==> config.mk <==
export PLATFORM = sky130hd
export DESIGN_NAME = fetch_queue
export DESIGN_NICKNAME = d
export VERILOG_FILES = /design/src/rtl/fetch_queue.sv
export SDC_FILE = /design/constraint.sdc
export NUM_CORES = 1
export LEC_CHECK = 0
export BUFFER_PORTS_ARGS = -buffer_cell sky130_fd_sc_hd__buf_2
export CAP_MARGIN = 20
export CORE_ASPECT_RATIO = 1.75
export CORE_MARGIN = 4
export CORE_UTILIZATION = 35
export DETAILED_ROUTE_END_ITERATION = 8
export MAX_ROUTING_LAYER = met4
export SLEW_MARGIN = 20
export SYNTH_ARGS = -nofsm -noshare
export SYNTH_HDL_FRONTEND = slang
export SYNTH_HIERARCHICAL = 1
export SYNTH_SLANG_ARGS = --single-unit
==> constraint.sdc <==
create_clock -name clk -period 9.5 [get_ports clk]
set_input_delay 0.95 -clock clk [delete_from_list [all_inputs] [get_ports clk]]
set_output_delay 0.95 -clock clk [all_outputs]
set_load 0.005 [all_outputs]
==> src/rtl/fetch_queue.sv <==
// -----------------------------------------------------------------------------
// fetch_queue
//   Instruction fetch unit that streams word-aligned reads to instruction
//   memory and buffers the returned words, each with its PC, in a small
//   circular queue that decode drains. A credit rule keeps outstanding
//   requests plus queued entries from exceeding DEPTH. A redirect from
//   execute flushes all fetched work and restarts fetch at the target.
//
//   Parameters
//     RESET_PC     first fetch address after reset
//     DEPTH        number of queue entries (2, 4 or 8)
//
//   Ports
//     clk          single clock, all state updates on its rising edge
//     rst          synchronous, active-high reset
//     imem_req     read request to instruction memory, valid this cycle
//     imem_addr    word-aligned read address (meaningful when imem_req=1)
//     imem_rdata   read data, returned one cycle after the accepted request
//     redirect     taken branch / jump; flushes queue and in-flight read
//     redirect_pc  redirect target (low two bits ignored)
//     stall        decode cannot accept an instruction this cycle
//     instr_valid  queue head is presented to decode
//     instr_out    head instruction, NOP (32'h0000_0033) when not valid
//     pc_out       head instruction address, 0 when not valid
// -----------------------------------------------------------------------------

// Checker: the credit rule must make an enqueue into a full queue impossible.
module fetch_queue_chk (
  input logic clk,
  input logic rst,
  input logic i_enq,
  input logic i_full
);
  a_no_overflow: assert property (@(posedge clk) disable iff (rst) !(i_enq && i_full));
endmodule

module fetch_queue #(
  parameter logic [31:0] RESET_PC = 32'h1000_0000,
  parameter int unsigned DEPTH    = 4
) (
  input  logic        clk,
  input  logic        rst,
  output logic        imem_req,
  output logic [31:0] imem_addr,
  input  logic [31:0] imem_rdata,
  input  logic        redirect,
  input  logic [31:0] redirect_pc,
  input  logic        stall,
  output logic        instr_valid,
  output logic [31:0] instr_out,
  output logic [31:0] pc_out
);

  localparam int unsigned PTR_W = $clog2(DEPTH);
  localparam int unsigned CNT_W = PTR_W + 1;
  localparam logic [CNT_W-1:0] FULL_CNT = CNT_W'(DEPTH);
  localparam logic [31:0] NOP = 32'h0000_0033;

  logic [31:0]      r_fetch_pc;
  logic             r_inflight;
  logic [31:0]      r_inflight_pc;
  logic [PTR_W-1:0] r_wr_ptr;
  logic [PTR_W-1:0] r_rd_ptr;
  logic [CNT_W-1:0] r_count;
  logic [31:0]      r_pc_mem    [DEPTH];
  logic [31:0]      r_instr_mem [DEPTH];

  logic [CNT_W:0]   w_occ;
  logic [31:0]      w_addr;
  logic             w_req;
  logic             w_valid;
  logic             w_enq;
  logic             w_deq;
  logic             w_full;

  // Request, enqueue and dequeue decisions.
  always_comb begin
    // Credits in use: queued entries plus the one read that may be returning.
    w_occ   = {1'b0, r_count} + {{CNT_W{1'b0}}, r_inflight};
    w_addr  = redirect ? {redirect_pc[31:2], 2'b00} : r_fetch_pc;
    w_req   = !rst && (redirect || (w_occ < {1'b0, FULL_CNT}));
    // Outputs are forced idle during reset even before the state clears.
    w_valid = !rst && (r_count != {CNT_W{1'b0}});
    // A redirect drops whatever data returns in the same cycle.
    w_enq   = !rst && r_inflight && !redirect;
    w_deq   = w_valid && !stall && !redirect;
    w_full  = (r_count == FULL_CNT);
  end

  // Drive the memory interface and the head-of-queue outputs.
  always_comb begin
    imem_req    = w_req;
    imem_addr   = w_addr;
    instr_valid = w_valid;
    if (w_valid) begin
      instr_out = r_instr_mem[r_rd_ptr];
      pc_out    = r_pc_mem[r_rd_ptr];
    end else begin
      instr_out = NOP;
      pc_out    = 32'h0000_0000;
    end
  end

  // Fetch PC and in-flight tracking.
  always_ff @(posedge clk) begin
    if (rst) begin
      r_fetch_pc    <= RESET_PC;
      r_inflight    <= 1'b0;
      r_inflight_pc <= 32'h0000_0000;
    end else if (w_req) begin
      // 32-bit add wraps FFFF_FFFC -> 0000_0000.
      r_fetch_pc    <= w_addr + 32'd4;
      r_inflight    <= 1'b1;
      r_inflight_pc <= w_addr;
    end else begin
      r_inflight    <= 1'b0;
    end
  end

  // Queue pointers and occupancy; redirect outranks enqueue and dequeue.
  always_ff @(posedge clk) begin
    if (rst) begin
      r_wr_ptr <= {PTR_W{1'b0}};
      r_rd_ptr <= {PTR_W{1'b0}};
      r_count  <= {CNT_W{1'b0}};
    end else if (redirect) begin
      r_wr_ptr <= {PTR_W{1'b0}};
      r_rd_ptr <= {PTR_W{1'b0}};
      r_count  <= {CNT_W{1'b0}};
    end else begin
      if (w_enq) begin
        r_wr_ptr <= r_wr_ptr + PTR_W'(1);
      end
      if (w_deq) begin
        r_rd_ptr <= r_rd_ptr + PTR_W'(1);
      end
      case ({w_enq, w_deq})
        2'b10:   r_count <= r_count + CNT_W'(1);
        2'b01:   r_count <= r_count - CNT_W'(1);
        default: r_count <= r_count;
      endcase
    end
  end

  // Queue storage; entries are only meaningful while counted.
  always_ff @(posedge clk) begin
    if (w_enq) begin
      r_pc_mem[r_wr_ptr]    <= r_inflight_pc;
      r_instr_mem[r_wr_ptr] <= imem_rdata;
    end
  end

  fetch_queue_chk u_chk (
    .clk    (clk),
    .rst    (rst),
    .i_enq  (w_enq),
    .i_full (w_full)
  );

endmodule
==> results.txt <==
Status = finished, final reports clean
Antenna Nets Post-Route = 0
DRC = 0
Syn Nets = 949
Crit-path max FO = 38
Crit start category = register
H-tree levels = 1
Setup bufs post-CTS = 0
PD cells = 193.6 nW/um^2
Syn_area_per_cell = 15.47 sq um
Worst min-delay path category = reg -> reg
Buffers added on ports = 163
Vias per inst = 5.147
Slew Viols, Final = 0
Hold path cells = 2
Top Ports = 166
Pin count of the biggest net entering global routing = 69
FFs w/ async S/R, synth = 0%
Post-synth EDFFs = 256
Yosys top cell by area = edfxtp_1
RSZ-0062 raised after global routing = false
Crit-path leading delay family = buffers and inverters
Utilization after layout = 41.69%
Multi-input logic area = 4098 sq um
Die area = 41950 sq um
Cell Count, Final, Fillers Out = 1542
Worst r2r src = r_fetch_pc[2]$_SDFFE_PP0P_
WL/cell = 20.50 um
Critical path's slowest cell = dfxtp_4
Max clock buf depth = 3
CTS Buf Count = 31
Commonest non-fill, non-tap cell in the layout = edfxtp_1
FF-to-FF End = r_fetch_pc[26]$_SDFFE_PP0P_
Crit-path cells = buf_4, mux4_2, and2_1, buf_2
Critical path class = reg -> out
Initial core utilization = 35.32%
Placed Cells = 1480
Layout fillers = 3554
Flop-to-flop setup slack = 6940 ps
Switching share of total power = 20.77%
Delay of the slowest cell on the worst path = 720 ps
Layout area overhead = 18.06%
Cell Area, Synth = 13520 sq um
Crit end category = primary output
Crit share post-route = 42.34%
Combinational power share = 4.5%
Die Span X = 156.6 um
Clock slew at reported path FFs = 70 ps
Total wire length = 31610 um
Count of different cell masters after synthesis = 62
Sequential area share after synthesis = 67.54%
Final TNS setup = 0 ps
Final Hold Viols = 0
GRT Total Usage = 15.34%
Die height = 268.0 um
Top cell type's share of synthesized area = 56.87%
CORE AREA = 38270 sq um
Worst Max-Slew Pin Slew = 1058 ps
Max IR drop VDD = 0.0001036 V
Top FF cell, synth = edfxtp_1
Worst reg2reg path depth = 7
Vias in the first global route = 8398
Syn. warnings = 6
Mapped Cells = 874
Leakage power = 5.735 nW
Post-layout nets = 1103
CP required = 8550 ps
Crit path buf inv count = 2
Total gr overflow = 0
Max Clock Freq = 248.6 MHz
Top cells by area in the synthesized netlist = edfxtp_1 57%, dfxtp_1 11%, mux4_2 11%
Via count = 7937
Latest clock arrival within the worst-skew pair = 570 ps
Design Area, Final = 15960 sq um
Initial antenna violation count = 3
Num rows = 95
Post-DP HPWL = 19700 um
Seq pwr share = 51.8%
Dpl cell area = 14820 sq um
Clock root cell = clkbuf_16
CTS tree = yes
Commonest cells after routing, fill and taps aside = 256 x edfxtp_1, 163 x buf_2, 70 x dfxtp_1
Worst path arrival time = 3070 ps
Pint = 2.447 mW
Hold EP = r_fetch_pc[30]$_SDFFE_PP0P_
Relative slew slack = 29.47%
NetSw = 641.6 uW
Global-route wire length before repair = 48440 um
Final setup violating endpoints = 0
Iter 0 DRT Violations = 304
Final Wtd Congestion = 0.7600
Max-Cap Viols = 0
Synthesized flop and latch total = 328
CTS Hold Bufs = 0
Resize count post-CTS = 0
Hold_sp = r_fetch_pc[30]$_SDFFE_PP0P_
Reg area = 9136 sq um
Clk pwr share = 43.7%
Clk sinks = 328
1st-pass router iterations = 6
Final worst path period need = 4022 ps
Clock Skew = 22.42 ps
Fraction of layout cells with a size suffix above 1 = 30.96%
[Yosys cell counts, types with 4 or more instances]
cell and instances:
and3_1 12, buf_1 9, buf_2 14, nor3_1 22, nand2_1 43, clkbuf_1 26
nor2_1 61, and2_1 65, a21oi_1 16, nand4b_1 4, o22ai_1 5, o21ai_0 5
mux2i_1 14, edfxtp_1 256, nand3_1 29, inv_1 22, dfxtp_1 72, a211oi_1 18
nand4_1 13, mux4_2 64, nor2b_1 4, nor4_1 4, or3_1 5, ha_1 6
or4_1 6, xor2_1 8, mux2_2 15, xnor2_1 6
[through the flow]
step           hold WS, ps  setup WS (ps)  power, mW
6_report             476.0           5478      3.089
2_1_floorplan        434.9           5656      1.703
4_1_cts              483.9           5267      3.134
5_1_grt              508.3           5165      3.195
3_3_place_gp         456.5           5587      1.766
3_5_place_dp         469.1           5543      1.772
[worst register-to-register path: stages, from the launching register on]
cell and delay [ps]:
dfxtp_1 400, mux2_2 200, ha_1 240, nand4_1 210
a21oi_4 380, and3_1 340, a2111oi_1 110, or4_1 550
[sequential cells by signal, indices dropped and copies added (netlist names), named ones only]
register and count:
r_count 3, r_fetch_pc 32, r_inflight 1, r_inflight_pc 30, r_instr_mem 128, r_pc_mem 128, r_rd_ptr 2, r_wr_ptr 2
[cell type report]
| cell class | count | area share, % |
|---|---|---|
| Antenna cell | 4 | 0.06273 |
| Clock inverter | 17 | 1.576 |
| Timing Repair Buffer | 174 | 5.630 |
| Clock buffer | 41 | 5.481 |
| Multi-Input combinational cell | 471 | 25.68 |
| Tap cell | 485 | 3.803 |
| Sequential cell | 328 | 57.25 |
| Inverter | 22 | 0.5175 |
[metal layers]
layer  track usage, %  vias up  wire, um
li1                 -     3683         -
met1            17.29     4025     12340
met2            27.93      175     17250
met3            2.030       54      1224
met4            4.977        0       805
met5                -        -         0
[how the worst max path moves through the flow]
| stage | from | end | cells past startpoint |
|---|---|---|---|
| 4_1_cts | register | pc_out[18] | 4 |
| 3_3_place_gp | rst | imem_req | 6 |
| 6_report | register | pc_out[18] | 4 |
| 2_1_floorplan | redirect | r_instr_mem[0][0]$_DFFE_PP_ | 6 |
| 5_1_grt | register | pc_out[18] | 4 |
| 3_5_place_dp | rst | imem_req | 6 |
[power by group through the flow]
stage | Sequential [mW] | Clock, mW | Combinational (mW)
final | 1.60 | 1.35 | 0.139
after global routing | 1.60 | 1.44 | 0.154
after CTS | 1.60 | 1.39 | 0.141
after detailed placement | 1.63 | 0 | 0.141
after global placement | 1.63 | 0 | 0.138
after floorplan | 1.62 | 0 | 0.0802
[cells by family (layout without fill, tap and decap cells)]
group	count (synthesis)	in the layout	synth area share, %
other	0	4	0
and+or+nand+nor	281	281	11.18
muxes	93	93	12.95
DFF	328	328	67.54
buffers and inverters	75	254	2.407
AOI/OAI and AO/OA	76	76	4.314
adders and majority gates	7	7	0.7035
xor gates and xnor gates	14	14	0.9072
(Power assumes the default switching activity.)
